$ cat config.mk
export PLATFORM = sky130hd
export DESIGN_NAME = video_dvp_transmitter
export DESIGN_NICKNAME = d
export VERILOG_FILES = /design/src/rtl/video_dvp_transmitter.sv
export SDC_FILE = /design/constraint.sdc
export NUM_CORES = 1
export LEC_CHECK = 0
export ABC_AREA = 1
export CORE_MARGIN = 2
export CORE_UTILIZATION = 40
export CTS_BUF_LIST = sky130_fd_sc_hd__clkbuf_8
export DETAILED_ROUTE_END_ITERATION = 12
export DONT_BUFFER_PORTS = 1
export PLACE_DENSITY = 0.51
export RECOVER_POWER = 100
export SYNTH_ARGS = -nofsm -noshare
export SYNTH_HDL_FRONTEND = slang
export SYNTH_SLANG_ARGS = --single-unit
export TNS_END_PERCENT = 5
$ cat constraint.sdc
create_clock -name clk -period 1.67 [get_ports clk]
set_input_delay 0.2505 -clock clk [delete_from_list [all_inputs] [get_ports clk]]
set_output_delay 0.2505 -clock clk [all_outputs]
set_load 0.01 [all_outputs]
$ cat src/rtl/video_dvp_transmitter.sv
// rtl/video_dvp_transmitter.sv - 16-bit pixel stream to 8-bit DVP bus serialiser, high byte first.
module video_dvp_transmitter #(
  parameter logic       CMOS_VSYNC_VALID = 1'b1,
  parameter logic [9:0] IMG_HDISP        = 10'd640,
  parameter logic [9:0] IMG_VDISP        = 10'd480
) (
  input  logic        clk,
  input  logic        rst,
  input  logic        per_frame_vsync,
  input  logic        per_frame_href,
  input  logic        per_frame_clken,
  input  logic [15:0] per_frame_data,
  output logic        cmos_vsync,
  output logic        cmos_href,
  output logic [7:0]  cmos_data,
  output logic [9:0]  line_cnt,
  output logic        frame_done,
  output logic        err_overflow,
  output logic        err_geometry
);

  typedef enum logic [1:0] {IDLE, BYTE_HI, BYTE_LO} state_t;

  state_t      state;
  logic [15:0] pixel;
  logic [9:0]  pix_cnt;
  logic        href_d;
  logic        vsync_d;
  logic        accept;
  logic        href_fall;
  logic        vsync_fall;
  logic [9:0]  line_next;

  assign accept     = per_frame_href & per_frame_clken;
  assign href_fall  = href_d & ~per_frame_href;
  assign vsync_fall = vsync_d & ~per_frame_vsync;

  // Line count including a line closing this cycle, so a coincident frame check sees it.
  always_comb begin
    line_next = line_cnt;
    if (href_fall && line_cnt != 10'h3FF)
      line_next = line_cnt + 10'd1;
  end

  always_ff @(posedge clk) begin
    if (rst) begin
      state        <= IDLE;
      pixel        <= 16'h0000;
      pix_cnt      <= 10'd0;
      href_d       <= 1'b0;
      vsync_d      <= 1'b0;
      cmos_vsync   <= ~CMOS_VSYNC_VALID;
      cmos_href    <= 1'b0;
      cmos_data    <= 8'h00;
      line_cnt     <= 10'd0;
      frame_done   <= 1'b0;
      err_overflow <= 1'b0;
      err_geometry <= 1'b0;
    end else begin
      href_d     <= per_frame_href;
      vsync_d    <= per_frame_vsync;
      cmos_vsync <= per_frame_vsync ? CMOS_VSYNC_VALID : ~CMOS_VSYNC_VALID;
      frame_done <= vsync_fall;

      case (state)
        IDLE: begin
          cmos_href <= 1'b0;
          cmos_data <= 8'h00;
          if (accept) begin
            pixel <= per_frame_data;
            state <= BYTE_HI;
          end
        end
        BYTE_HI: begin
          cmos_href <= 1'b1;
          cmos_data <= pixel[15:8];
          state     <= BYTE_LO;
          if (accept)
            err_overflow <= 1'b1;
        end
        BYTE_LO: begin
          cmos_href <= 1'b1;
          cmos_data <= pixel[7:0];
          if (accept) begin
            pixel <= per_frame_data;
            state <= BYTE_HI;
          end else begin
            state <= IDLE;
          end
        end
        default: state <= IDLE;
      endcase

      // Dropped pixels still count toward line geometry.
      if (href_fall) begin
        if (pix_cnt != IMG_HDISP)
          err_geometry <= 1'b1;
        pix_cnt <= 10'd0;
      end else if (accept && pix_cnt != 10'h3FF) begin
        pix_cnt <= pix_cnt + 10'd1;
      end

      if (vsync_fall) begin
        if (line_next != IMG_VDISP)
          err_geometry <= 1'b1;
        line_cnt <= 10'd0;
      end else begin
        line_cnt <= line_next;
      end
    end
  end

endmodule

==> impl_metrics.yaml <==
status:
  status: "complete, no violations"
placement:
  port-buffer-count: 0
  gp_congestion: 0.8580
  place_hpwl_um: 4115
  place_inst: 426
  placed_cell_area_sq_um: 2653
global_route:
  globalRouteOverflowTotal: 0
  grt_pass1_vias: 1957
  antenna_found_initial: 0
  grt_usage_pct: 17.58
  grt_max_degree: 22
  grt_pass1_wl_um: 9183
setup_path:
  critPathMaxFanout: 7
  start_kind: "flip-flop"
  path_common_cell: "nand2_1"
  rr_worst_depth: 12
  critical_path_required_ps: 1880
  crit_cells: 12
  cp-end-kind: "flip-flop"
  path_cells: "ha_4, inv_2, nor2_4, nand3_4, nand2_4, nand2_1, nand2_2, nand3_2, nor2_2, nand2_1, nand2_1, nand2_1"
  max_stage_delay_ps: 390
  reg2reg_slack_ps: 130
  crit_path_top_delay_cell: "dfxtp_4"
  path_class: "reg -> reg"
  crit_arrival_ps: 1760
  cpLargestDelayFamily: "simple AND/OR/NAND/NOR gates"
  critPathBufInv: 1
floorplanning:
  start_util_pct: 41.45
  num_rows: 28
  coreArea_sq_um: 5956
  die_h_um: 82.56
  die-area_sq_um: 6816
  fp.dieW_um: 82.56
  ios: 44
synth:
  synth_async_sr_flop_share_pct: 0
  synth_flop_cell: "dfxtp_1"
  synth_fp_nets: 370
  synthCells: 342
  ys_seq_area_share_pct: 42.17
  postSynthAreaPerCell_sq_um: 7.218
  synth_cell_types: 29
  ys_ff_latch: 52
  netlist_area_sq_um: 2469
  yosys_warnings: 0
  synth_edf_count: 0
sta:
  maxSlewViolCount: 0
  fmaxAchievable_mhz: 647.8
  relSlewSlack_pct: 65.77
  finalCriticalPeriod_ps: 1544
  fin_setup_tns_ps: 0
  period_share_pct: 92.44
  hold_viol: 0
  worstMarginPinSlew_ps: 511.7
  fin_worst_skew_ps: 4.248
  rsz0062_at_grt: "false"
  setup_violations: 0
clock_network:
  cts.sink_count: 52
  cts_tree: "yes"
  worstSkewPairLatency_ps: 310
  root_buffer: "clkbuf_8"
  cts.htree.levels: 2
  cts_made_buffers: 5
  clockBufferDepth: 2
  clkTransAtPathRegs_ps: 100
pwr:
  power_density_nw_per_um2: 836.0
  clock_power_share_pct: 33.2
  p_switching_w: 0.0006479
  swShare_pct: 27.14
  p_leak_nw: 1.116
  seqPwrFrac_pct: 55.7
  irDropWorstVdd_mv: 0.4420
  p_comb_share_pct: 11.1
  p_total_w: 0.002387
  p_int_w: 0.001739
final_layout:
  diodes: 0
  finalNonFillerCells: 440
  area_growth_pct: 15.66
  drive_gt1_share_pct: 18.36
  nNetsFinal: 392
  design_area_sq_um: 2855
detailed_routing:
  drt-total-wl_um: 5763
  post_drt_wl_per_cell_um: 13.10
  antenna_left: 0
  avgViaCountPerCell: 5.036
  drtIter0Drc: 87
  vias: 2216
  post-route-drc-count: 0
  drt-pass1-iter-count: 4
min_path:
  min_path_cells: 1
  hp-class: "in -> reg"
job:
  drv_cap: 0
==> path summary, 6_finish.rpt <==
kind	from	to
max	line_cnt[1]$_SDFF_PP0_	err_geometry$_SDFF_PP0_
min	rst	frame_done$_SDFF_PP0_
min reg2reg	pixel[10]$_SDFFE_PP0P_	pixel[10]$_SDFFE_PP0P_
max reg2reg	line_cnt[1]$_SDFF_PP0_	err_geometry$_SDFF_PP0_
==> cell type report <==
cell class | count | area (sq um)
clock buffers | 6 | 82.58
clock inverters | 2 | 17.52
fillers | 622 | 3100
inverters | 41 | 153.9
multi-input cells | 242 | 1276
flip-flops and latches | 52 | 1060
well taps | 75 | 93.84
repair buffers | 22 | 171.4
==> through the flow <==
step | setup WS, ps | utilization [%] | hold slack (ps)
final | 126.3 | 47.94 | 34.22
after global routing | 3.314 | 47.94 | 26.45
after CTS | 22.78 | 46.39 | 35.22
after detailed placement | 48.24 | 44.54 | 322.9
after global placement | 63.12 | 44.54 | 321.6
after floorplan | 110.1 | - | 319.6
==> registers in the layout, indices dropped and copies added (netlist names) <==
register	flops
cmos_data	8
state	2
pixel	16
cmos_href	1
line_cnt	10
err_geometry	1
pix_cnt	10
cmos_vsync	1
href_d	1
err_overflow	1
frame_done	1
==> cells in the mapped netlist, types with 6 or more instances <==
cell,instances,area [sq um]
inv_1,35,131.4
dfxtp_1,52,1041
inv_2,6,22.52
ha_1,7,87.58
nand2_1,81,304.0
a21oi_1,30,150.1
nor2_1,46,172.7
nand3_1,12,60.06
o21ai_0,20,100.1
clkbuf_1,7,26.28
==> routing by layer <==
layer	wire length, um	track usage, %	up-vias
met4	68	5.246	0
met5	0	0	-
met2	2797	29.84	44
met3	304	5.217	7
li1	-	-	1146
met1	2593	21.45	1019
==> cells in the final DEF (no fill, tap or decap), types with 2 or more instances in the layout <==
cell type,Yosys,final
nand3_4,2,2
nor3_1,4,4
nor2_2,3,6
ha_1,7,6
dfxtp_4,0,3
nand2_2,5,4
nand3b_1,3,3
nor2_4,2,2
inv_1,35,34
o22ai_1,3,3
o21ai_0,20,20
nand3_1,12,11
dfxtp_2,0,6
clkbuf_8,0,6
nand3_2,1,3
nand4_1,5,5
inv_6,0,2
inv_2,6,7
nand2_1,81,81
xor2_1,3,3
a22o_1,5,5
dfxtp_1,52,43
nor2_1,46,43
buf_4,0,20
nor4_1,2,2
xnor2_1,2,2
a21oi_1,30,30
==> cells by family after synthesis <==
logic type | count (synthesis) | share of synthesized area [%]
flops | 52 | 42.17
buf+inv | 49 | 7.755
simple gates | 169 | 31.48
compound gates | 60 | 13.28
xor+xnor | 5 | 1.774
fa+ha+maj | 7 | 3.548
==> timing repair <==
action | 4_1_cts | 5_1_grt
hold buffers | 1 | 0
endpoints found under the setup margin | 0 | 1
setup buffers | 0 | 4
gates resized for setup | 0 | 21
hold endpoints to repair | 12 | 0
==> power by group through the flow <==
| stage | Combinational, W | Clock [W] | Sequential [W] |
|---|---|---|---|
| floorplan | 0.000176 | 0 | 0.00136 |
| CTS | 0.000266 | 0.000819 | 0.00133 |
| global route | 0.000305 | 0.000862 | 0.00134 |
| global placement | 0.000253 | 0 | 0.00136 |
| detailed placement | 0.000256 | 0 | 0.00136 |
| finish | 0.000265 | 0.000793 | 0.00133 |
==> worst register-to-register path: stages (launching register included) <==
cell and delay (ps):
dfxtp_4 390, ha_4 140, inv_2 50, nor2_4 150, nand3_4 150, nand2_4 100, nand2_1 60, nand2_2 80
nand3_2 90, nor2_2 100, nand2_1 50, nand2_1 60, nand2_1 50
Note: power is estimated with default switching activity, not from simulation.
